<file path="config.mk">
export PLATFORM = sky130hd
export DESIGN_NAME = ioctl_sdram_loader
export DESIGN_NICKNAME = d
export VERILOG_FILES = /design/src/rtl/ioctl_sdram_loader.sv
export SDC_FILE = /design/constraint.sdc
export NUM_CORES = 1
export LEC_CHECK = 0
export CAP_MARGIN = 0
export CORE_UTILIZATION = 56
export CTS_BUF_LIST = sky130_fd_sc_hd__clkbuf_16
export DETAILED_ROUTE_END_ITERATION = 16
export PLACE_DENSITY = 0.79
export RECOVER_POWER = 25
export SLEW_MARGIN = 30
export SYNTH_ARGS = -nofsm -noshare
export SYNTH_HDL_FRONTEND = slang
export SYNTH_SLANG_ARGS = --single-unit
</file>
<file path="constraint.sdc">
create_clock -name clk_sys -period 3.88 [get_ports clk_sys]
set_clock_uncertainty 0.1 [all_clocks]
set_input_delay 0.776 -clock clk_sys [delete_from_list [all_inputs] [get_ports clk_sys]]
set_output_delay 0.776 -clock clk_sys [all_outputs]
set_load 0.05 [all_outputs]
</file>
<file path="src/rtl/ioctl_sdram_loader.sv">
// ioctl_sdram_loader
//   Turns the data_io ROM download byte stream into 16-bit SDRAM writes on two
//   toggle-handshake ports (port1 = CPU ROM, port2 = GFX at and above GFX_BASE).
//   Bytes are paired into words, queued in a small FIFO and dispatched one
//   request at a time. rom_loaded / core_reset track completion of a download.
//   Optional feature: define LOADER_CHECKSUM_EN to add the 16-bit byte-sum
//   output "checksum".
module ioctl_sdram_loader #(
    parameter logic [24:0] GFX_BASE   = 25'h10000,
    parameter int          FIFO_DEPTH = 4,
    parameter logic [7:0]  ROM_INDEX  = 8'h00
) (
    input  logic        clk_sys,
    input  logic        res_n,
    input  logic        ioctl_download,
    input  logic [7:0]  ioctl_index,
    input  logic        ioctl_wr,
    input  logic [24:0] ioctl_addr,
    input  logic [7:0]  ioctl_dout,
    output logic        port1_req,
    input  logic        port1_ack,
    output logic [22:0] port1_a,
    output logic [1:0]  port1_ds,
    output logic [15:0] port1_d,
    output logic        port2_req,
    input  logic        port2_ack,
    output logic [22:0] port2_a,
    output logic [1:0]  port2_ds,
    output logic [15:0] port2_d,
    output logic        port_we,
    output logic        busy,
    output logic        overflow,
    output logic        rom_loaded,
    output logic        core_reset
`ifdef LOADER_CHECKSUM_EN
    ,
    output logic [15:0] checksum
`endif
);

    localparam int PTR_W = $clog2(FIFO_DEPTH);
    // FIFO entry layout: {port_sel, word_addr[22:0], ds[1:0], data[15:0]}
    localparam int ENT_W = 1 + 23 + 2 + 16;
    localparam logic [PTR_W:0] CNT_FULL = (PTR_W + 1)'(FIFO_DEPTH);

    typedef enum logic [1:0] {
        S_IDLE = 2'd0,
        S_WAIT = 2'd1,
        S_DONE = 2'd2
    } state_t;

    // Build a FIFO entry from a byte address; GFX addresses are rebased to port2.
    function automatic logic [ENT_W-1:0] make_entry(input logic [24:0] addr,
                                                    input logic [1:0]  ds,
                                                    input logic [15:0] data);
        logic        sel;
        logic [24:0] off;
        sel = (addr >= GFX_BASE);
        off = sel ? (addr - GFX_BASE) : addr;
        return {sel, 23'(off >> 1), ds, data};
    endfunction

    // ---- stage 0: strobe edge detection and byte pairing ----
    logic              wr_p0;
    logic              dl_p0;
    logic              wr_rise;
    logic              dl_rise;
    logic              dl_fall;
    logic              vld_p0;
    logic              pend;
    logic              pend_live;
    logic [24:0]       pend_addr;
    logic [7:0]        pend_data;
    logic              push_p0;
    logic [ENT_W-1:0]  push_ent;
    logic              hold_new;
    logic              clr_pend;

    assign wr_rise   = ioctl_wr & ~wr_p0;
    assign dl_rise   = ioctl_download & ~dl_p0;
    assign dl_fall   = ~ioctl_download & dl_p0;
    assign vld_p0    = wr_rise & ioctl_download & (ioctl_index == ROM_INDEX);
    // A pending byte from a previous download is discarded when a new one starts.
    assign pend_live = pend & ~dl_rise;

    // Previous-cycle copies of the strobe and download window for edge detection.
    always_ff @(posedge clk_sys or negedge res_n) begin
        if (!res_n) begin
            wr_p0 <= 1'b0;
            dl_p0 <= 1'b0;
        end else begin
            wr_p0 <= ioctl_wr;
            dl_p0 <= ioctl_download;
        end
    end

    // Decide what (if anything) to push this cycle and how the pending byte changes.
    always_comb begin
        push_p0  = 1'b0;
        push_ent = '0;
        hold_new = 1'b0;
        clr_pend = 1'b0;
        if (dl_fall && pend) begin
            push_p0  = 1'b1;
            push_ent = make_entry(pend_addr, 2'b01, {pend_data, pend_data});
            clr_pend = 1'b1;
        end else if (vld_p0) begin
            if (!ioctl_addr[0]) begin
                hold_new = 1'b1;
                if (pend_live) begin
                    push_p0  = 1'b1;
                    push_ent = make_entry(pend_addr, 2'b01, {pend_data, pend_data});
                end
            end else if (pend_live && (pend_addr[24:1] == ioctl_addr[24:1])) begin
                push_p0  = 1'b1;
                push_ent = make_entry(ioctl_addr, 2'b11, {ioctl_dout, pend_data});
                clr_pend = 1'b1;
            end else begin
                // Lone odd byte; an unrelated pending even byte stays held until flushed.
                push_p0  = 1'b1;
                push_ent = make_entry(ioctl_addr, 2'b10, {ioctl_dout, ioctl_dout});
            end
        end
    end

    // Pending-even-byte flag.
    always_ff @(posedge clk_sys or negedge res_n) begin
        if (!res_n)
            pend <= 1'b0;
        else if (hold_new)
            pend <= 1'b1;
        else if (clr_pend || dl_rise)
            pend <= 1'b0;
    end

    // Pending byte payload; only meaningful while pend is set.
    always_ff @(posedge clk_sys) begin
        if (hold_new) begin
            pend_addr <= ioctl_addr;
            pend_data <= ioctl_dout;
        end
    end

    // ---- stage 1: word FIFO ----
    logic [ENT_W-1:0]  mem [FIFO_DEPTH];
    logic [PTR_W-1:0]  wr_ptr;
    logic [PTR_W-1:0]  rd_ptr;
    logic [PTR_W:0]    count;
    logic              fifo_empty;
    logic              fifo_full;
    logic              pop;
    logic              do_push;
    logic              do_drop;
    logic [ENT_W-1:0]  head;

    assign fifo_empty = (count == '0);
    assign fifo_full  = (count == CNT_FULL);
    assign do_push    = push_p0 & (~fifo_full | pop);
    assign do_drop    = push_p0 & fifo_full & ~pop;
    assign head       = mem[rd_ptr];

    // FIFO storage.
    always_ff @(posedge clk_sys) begin
        if (do_push)
            mem[wr_ptr] <= push_ent;
    end

    // FIFO pointers and occupancy.
    always_ff @(posedge clk_sys or negedge res_n) begin
        if (!res_n) begin
            wr_ptr <= '0;
            rd_ptr <= '0;
            count  <= '0;
        end else begin
            if (do_push)
                wr_ptr <= wr_ptr + 1'b1;
            if (pop)
                rd_ptr <= rd_ptr + 1'b1;
            if (do_push && !pop)
                count <= count + 1'b1;
            else if (!do_push && pop)
                count <= count - 1'b1;
        end
    end

    // ---- stage 2: dispatcher ----
    state_t state;
    state_t state_nxt;
    logic   issue;
    logic   set_loaded;
    logic   port_sel;
    logic   dl_seen;
    logic   sel_ack;
    logic   sel_req;

    assign sel_ack = port_sel ? port2_ack : port1_ack;
    assign sel_req = port_sel ? port2_req : port1_req;

    // Dispatcher state register.
    always_ff @(posedge clk_sys or negedge res_n) begin
        if (!res_n)
            state <= S_IDLE;
        else
            state <= state_nxt;
    end

    // Dispatcher next-state: issue from FIFO head, wait for ack, or signal completion.
    always_comb begin
        state_nxt  = state;
        issue      = 1'b0;
        pop        = 1'b0;
        set_loaded = 1'b0;
        case (state)
            S_IDLE: begin
                if (!fifo_empty) begin
                    issue     = 1'b1;
                    pop       = 1'b1;
                    state_nxt = S_WAIT;
                end else if (!pend && !ioctl_download && dl_seen) begin
                    state_nxt = S_DONE;
                end
            end
            S_WAIT: begin
                if (sel_ack == sel_req)
                    state_nxt = S_IDLE;
            end
            S_DONE: begin
                set_loaded = 1'b1;
                state_nxt  = S_IDLE;
            end
            default: state_nxt = S_IDLE;
        endcase
    end

    // Port outputs: only the selected port is updated; the other holds its last values.
    always_ff @(posedge clk_sys or negedge res_n) begin
        if (!res_n) begin
            port_sel  <= 1'b0;
            port1_req <= 1'b0;
            port1_a   <= '0;
            port1_ds  <= '0;
            port1_d   <= '0;
            port2_req <= 1'b0;
            port2_a   <= '0;
            port2_ds  <= '0;
            port2_d   <= '0;
        end else if (issue) begin
            port_sel <= head[ENT_W-1];
            if (head[ENT_W-1]) begin
                port2_a   <= head[40:18];
                port2_ds  <= head[17:16];
                port2_d   <= head[15:0];
                port2_req <= ~port2_req;
            end else begin
                port1_a   <= head[40:18];
                port1_ds  <= head[17:16];
                port1_d   <= head[15:0];
                port1_req <= ~port1_req;
            end
        end
    end

    // Sticky status: overflow, download-seen and rom_loaded.
    always_ff @(posedge clk_sys or negedge res_n) begin
        if (!res_n) begin
            overflow   <= 1'b0;
            dl_seen    <= 1'b0;
            rom_loaded <= 1'b0;
        end else begin
            if (dl_rise)
                overflow <= 1'b0;
            if (do_drop)
                overflow <= 1'b1;
            if (vld_p0)
                dl_seen <= 1'b1;
            else if (set_loaded)
                dl_seen <= 1'b0;
            if (vld_p0)
                rom_loaded <= 1'b0;
            else if (set_loaded)
                rom_loaded <= 1'b1;
        end
    end

`ifdef LOADER_CHECKSUM_EN
    // Running 16-bit sum of accepted ROM bytes, restarted with each download.
    always_ff @(posedge clk_sys or negedge res_n) begin
        if (!res_n)
            checksum <= '0;
        else if (dl_rise && vld_p0)
            checksum <= {8'h00, ioctl_dout};
        else if (dl_rise)
            checksum <= '0;
        else if (vld_p0)
            checksum <= checksum + {8'h00, ioctl_dout};
    end
`endif

    assign busy       = ~fifo_empty | pend | (state == S_WAIT);
    assign port_we    = busy;
    assign core_reset = ~rom_loaded;

endmodule

</file>
==> impl_metrics.tcl, run 1 <==
set metrics [dict create \
    status "complete, but fails checks" \
    drt_iter0_drc 462 \
    ys_seq_area_frac 0.6970 \
    grt_pass1_wl_mm 40.81 \
    grt_pass1_vias 7362 \
    start_util 0.5772 \
    synthFlopType "edfxtp_1" \
    syn-num-nets 748 \
    slew_viol_final 152 \
    cts_buffers 29 \
    slowest_delay_ns 0.62 \
    end_kind "flop" \
    synthesis.area_mm2 0.01225 \
    synthArstFlopShare 0.3322 \
    violations "max-capacitance violations, max-slew violations" \
    dp_cells 1092 \
    worst_pin_slew_ns 2.051 \
    power_density_mw_per_mm2 699.0 \
    nFillCells 1388 \
    die-area_mm2 0.02247 \
    leakage_nw 5.502 \
    antenna_left 0 \
    worst_ep_required_time_ns 4.14 \
    cts_hold_buf 0 \
    synth_edf_count 201 \
    hpwlAfterDp_mm 16.70 \
    vias_per_cell 5.971 \
    grt_use_total 0.2416 \
    core_mm2 0.02122 \
    clock-sinks 301 \
    p_total_mw 10.33 \
    place_congestion 0.8791 \
    rsz0062_at_grt "no" \
    post-route-min-period_ns 3.203 \
    syn_to_final_growth_pct 20.65 \
    nets 905 \
    ys_warn_count 0 \
    syn_inst 691 \
    grt_max_degree 82 \
    critPathArrivalTime_ns 3.46 \
    slew_headroom -0.3670 \
    crit_chain "dlygate4sd3_1, nor4b_1, nand3_2, clkbuf_1, o21ai_0, clkbuf_1, nand2_1, a21oi_1, o22a_1" \
    insertion_delay_ns 0.54 \
    ios 136 \
    io_buffers 135 \
    firstDrtPassIters 7 \
    dr_total_vias 6843 \
    fin_setup_tns_ns 0 \
    clkTransAtPathRegs_ns 0.06 \
    syn_avg_cell_area_um2 17.73 \
    mostFrequentLayoutCell "edfxtp_1" \
    slowest_stage "dlygate4sd3_1" \
    antenna_found_initial 2 \
    synth_cell_types 51 \
    drc 0 \
    peakVddDrop_v 0.0004931 \
    layout_common_cells "edfxtp_1, clkdlybuf4s50_1, dfrtp_1, mux2_2, mux4_2" \
    hold_viol 0 \
    cts.htree.levels 1 \
    clk_path_buf_depth 3 \
    crit_type "primary input to flop" \
    cp-start-kind "primary input" \
    wl_mm 25.65 \
    die_h_um 149.9 \
    cts_setup_buffers 0 \
    wl_per_cell_um 22.38 \
    die_w_um 149.9 \
    final_cell_count_no_fill 1146 \
    setup_violations 0 \
    synth.ff_latch_count 301 \
    max-cap-violations 3 \
    cts_tree "done" \
    period_share 0.8256 \
    min_path_type "flop to flop" \
    fp-row-count 53 \
    cts-root-buf "clkbuf_16" \
    max_freq_mhz 312.2 \
    crit_fanout 11 \
    drive_gt1_frac 0.2218 \
    post_cts_resized 0 \
    gr-total-overflow 0 \
    crit_path_frequent_cell "clkbuf_1" \
]
[cell usage after synthesis (3+ instances only)]
cell type    n  area (µm²)
or3_1        3       18.77
mux4_2      42       945.9
buf_4        5       37.54
nand2_1     22       82.58
o22a_1       8       70.07
nand4_1      9       56.30
a22o_1      18       157.7
dfrtp_1    100        2502
a21oi_1     14       70.07
nor4b_1      3       26.28
xnor2_1     33       289.0
nor4_1       6       37.54
mux2_2      83       934.7
ha_1         9       112.6
and2_1      13       81.33
a21o_1       8       60.06
clkbuf_1     6       22.52
o21ai_0     13       65.06
buf_2       14       70.07
nor2_1      12       45.04
inv_1       12       45.04
nand2b_1     6       37.54
nor3_1       9       45.04
xor2_1       8       70.07
edfxtp_1   201        6036
[metrics by stage]
step	instance area (µm²)	hold WS, ns	util	setup WS [ns]
finish	14780	0.4055	0.6965	0.6765
global route	14780	0.4188	0.6963	0.5392
CTS	14820	0.2005	0.6985	0.7746
detailed placement	13990	0.3926	0.6593	0.4355
global placement	13990	0.3861	0.6591	0.5389
floorplan	12250	0.3693	-	0.4023
[final cells by class]
class	count	area, µm²	area share
Antenna cell	1	2.502	0.0001693
Sequential cell	301	8541	0.5779
Timing Repair Buffer	153	1508	0.1020
Clock inverter	24	106.4	0.007196
Tap cell	275	344.1	0.02328
Inverter	12	45.04	0.003048
Multi-Input combinational cell	351	3507	0.2373
Clock buffer	29	725.7	0.04910
[per-layer routing]
| layer | vias up | track usage | share of wire | wire, µm |
|---|---|---|---|---|
| li1 | 2996 | - | - | - |
| met1 | 3534 | 0.3288 | 0.41 | 10430 |
| met2 | 269 | 0.4058 | 0.50 | 12940 |
| met3 | 42 | 0.03628 | 0.067 | 1714 |
| met4 | 2 | 0.07121 | 0.021 | 549 |
| met5 | - | 0 | 0.00043 | 11 |
[critical path: cells and delay by family]
family,cells,cell delay (ns)
simple gates,3,0.58
buf+inv,3,1.47
compound gates,3,0.63
[registers in the layout, summed over array words and instances (netlist names)]
name / count
dl_seen: 1
port2_ds: 2
wr_ptr: 2
port1_d: 16
pend: 1
port1_req: 1
port2_req: 1
rd_ptr: 2
rom_loaded: 1
port2_d: 16
overflow: 1
port2_a: 23
wr_p0: 1
port1_ds: 2
port_sel: 1
count: 3
pend_addr: 25
state: 2
port1_a: 23
pend_data: 8
dl_p0: 1
mem: 168
[cells by family after synthesis]
group                    Yosys count  share of synthesized area
XOR/XNOR                          41                    0.02932
flip-flops                       301                     0.6970
adder cells (fa/ha/maj)           10                    0.01083
AND/OR/NAND/NOR                  100                    0.04740
multiplexers                     125                     0.1535
buffers and inverters             39                    0.01655
AO/OA/AOI/OAI                     75                    0.04535
[power by group]
part / leakage [nW] / total (mW) / switching, mW / internal, mW
combinational: 1.89 / 3.82 / 2.22 / 1.60
sequential: 3.17 / 4.03 / 0.228 / 3.80
clock: 0.442 / 2.48 / 1.14 / 1.35
total: 5.50 / 10.3 / 3.59 / 6.74
[path summary, 6_finish.rpt]
kind	slack (ns)	endpoint	startpoint	cells after the start
setup / recovery	0.68	mem[1][1]	ioctl_download	9
hold / removal	0.41	port2_a[18]	port2_a[18]	1
setup reg to reg	0.70	port1_a[6]	rd_ptr[0]	4
hold reg to reg	0.41	port2_a[18]	port2_a[18]	1
max in group asynchronous	1.14	port1_d[5]	res_n	2
min in group asynchronous	0.72	port1_a[6]	res_n	1
Note: power is estimated with default switching activity, not from simulation.
==> run 2, diff against run 1 <==
Clock period 3.88 ns to 3.08 ns, I/O delays scaled along.
==> impl_metrics.tcl, run 2 (synthesized netlist as in run 1, its figures left out) <==
set metrics [dict create \
    min_path_type "flop to flop" \
    die-area_mm2 0.02247 \
    critPathArrivalTime_ns 2.07 \
    crit_type "flop to primary output" \
    grt_pass1_wl_mm 40.70 \
    dr_total_vias 6925 \
    p_int_mw 8.952 \
    drc 0 \
    grt_max_degree 54 \
    switchingPower_mw 4.555 \
    leakage_nw 5.692 \
    die_h_um 149.9 \
    power_frac_seq 0.375 \
    cts_tree "done" \
    nets 930 \
    hpwlAfterDp_mm 17.18 \
    place_congestion 0.8501 \
    grt_use_total 0.2412 \
    cts_buffers 30 \
    worst_pin_slew_ns 1.285 \
    status "finished, final reports clean" \
    mostFrequentLayoutCell "edfxtp_1" \
    core_mm2 0.02122 \
    setup_violations 0 \
    dp_cells 1115 \
    cp-start-kind "flop" \
    firstDrtPassIters 5 \
    period_share 0.9058 \
    largest_register "mem" \
    end_kind "primary output" \
    io_buffers 135 \
    slew_viol_final 0 \
    antenna_found_initial 2 \
    wl_per_cell_um 21.94 \
    insertion_delay_ns 0.55 \
    cts-root-buf "clkbuf_16" \
    ios 136 \
    die_w_um 149.9 \
    final_cell_count_no_fill 1174 \
    final_core_util 0.7140 \
    crit_fanout 5 \
    clkTransAtPathRegs_ns 0.06 \
    drt_iter0_drc 457 \
    gr-total-overflow 0 \
    power_frac_comb 0.357 \
    max-cap-violations 0 \
    switching_share 0.3372 \
    clock-sinks 301 \
    layout_common_cells "edfxtp_1, dfrtp_1, clkdlybuf4s50_1, mux2_2, mux4_2" \
    fin_setup_tns_ns 0 \
    start_util 0.5772 \
    drive_gt1_frac 0.2475 \
    grt_pass1_vias 7377 \
    clkPwrFrac 0.267 \
    largest_reg_flops 168 \
    antenna_left 0 \
    vias_per_cell 5.899 \
    hold_viol 0 \
    syn_to_final_growth_pct 23.69 \
    nFillCells 1333 \
    power_density_mw_per_mm2 891.5 \
    largestRegisters "mem (168), pend_addr (25)" \
    post-route-min-period_ns 2.790 \
    clk_path_buf_depth 3 \
    rsz0062_at_grt "no" \
    worst_ep_required_time_ns 2.36 \
    max_freq_mhz 358.4 \
    fp-row-count 53 \
    peakVddDrop_v 0.0007081 \
    wl_mm 25.76 \
    slew_headroom 0.1434 \
    cts_setup_buffers 0 \
    cts.htree.levels 1 \
]
[run 2: worst max-delay path, cell delays in order (launching register included)]
cell	delay [ns]
dfrtp_1	0.44
nor4_1	0.46
nand2_1	0.17
dlygate4sd2_1	0.46
[run 2: timing repair]
| action | 4_1_cts | 5_1_grt |
|---|---|---|
| setup endpoints to repair | 2 | 0 |
| hold buffers | 1 | 0 |
| endpoints found under the hold margin | 18 | 0 |
| gates resized for setup | 2 | 0 |
[run 2: layout make-up]
cell class,instances,area [µm²],area share
antenna,2,5.005,0.0003303
clock inverter,25,212.7,0.01404
timing repair buffer,177,1714,0.1131
clock buffer,31,775.7,0.05120
tap,275,344.1,0.02271
inverter,12,45.04,0.002973
sequential,301,8541,0.5637
multi-input combinational,351,3513,0.2319
[run 2: through the flow]
stage | hold WS, ns | total power [mW] | setup WS [ns] | cell area [µm²]
after global routing | 0.4247 | 14.04 | 0.1865 | 15150
after detailed placement | 0.3946 | 10.03 | -0.06984 | 14200
after global placement | 0.3855 | 9.852 | 0.03821 | 14200
after floorplan | 0.2204 | 8.532 | 0.1386 | 12260
final | 0.4022 | 13.51 | 0.2902 | 15150
after CTS | 0.4066 | 13.65 | 0.2565 | 15190
[run 2: final timing paths]
kind                               end  cells past startpoint        start  slack [ns]
max                            port_we                      3     count[2]        0.29
min                        port1_a[21]                      1  port1_a[21]        0.40
max reg2reg                 port1_a[4]                      6     state[0]        0.37
min reg2reg                port1_a[21]                      1  port1_a[21]        0.40
max in group asynchronous    rd_ptr[0]                      3        res_n        0.61
min in group asynchronous   port2_a[6]                      2        res_n        0.73
[run 2: power by group through the flow]
stage	clock (mW)	combinational (mW)	sequential, mW
after global placement	0	4.75	5.11
after detailed placement	0	4.88	5.15
after CTS	3.66	4.91	5.08
after global routing	3.82	5.09	5.13
after floorplan	0	2.02	6.51
final	3.61	4.83	5.07
[run 2: metal layers]
layer	wire, µm	GRT usage	vias to the layer above
li1	-	-	3056
met1	10680	0.3253	3573
met2	13100	0.4116	246
met3	1366	0.03140	50
met4	616	0.07273	0
met5	0	0	-
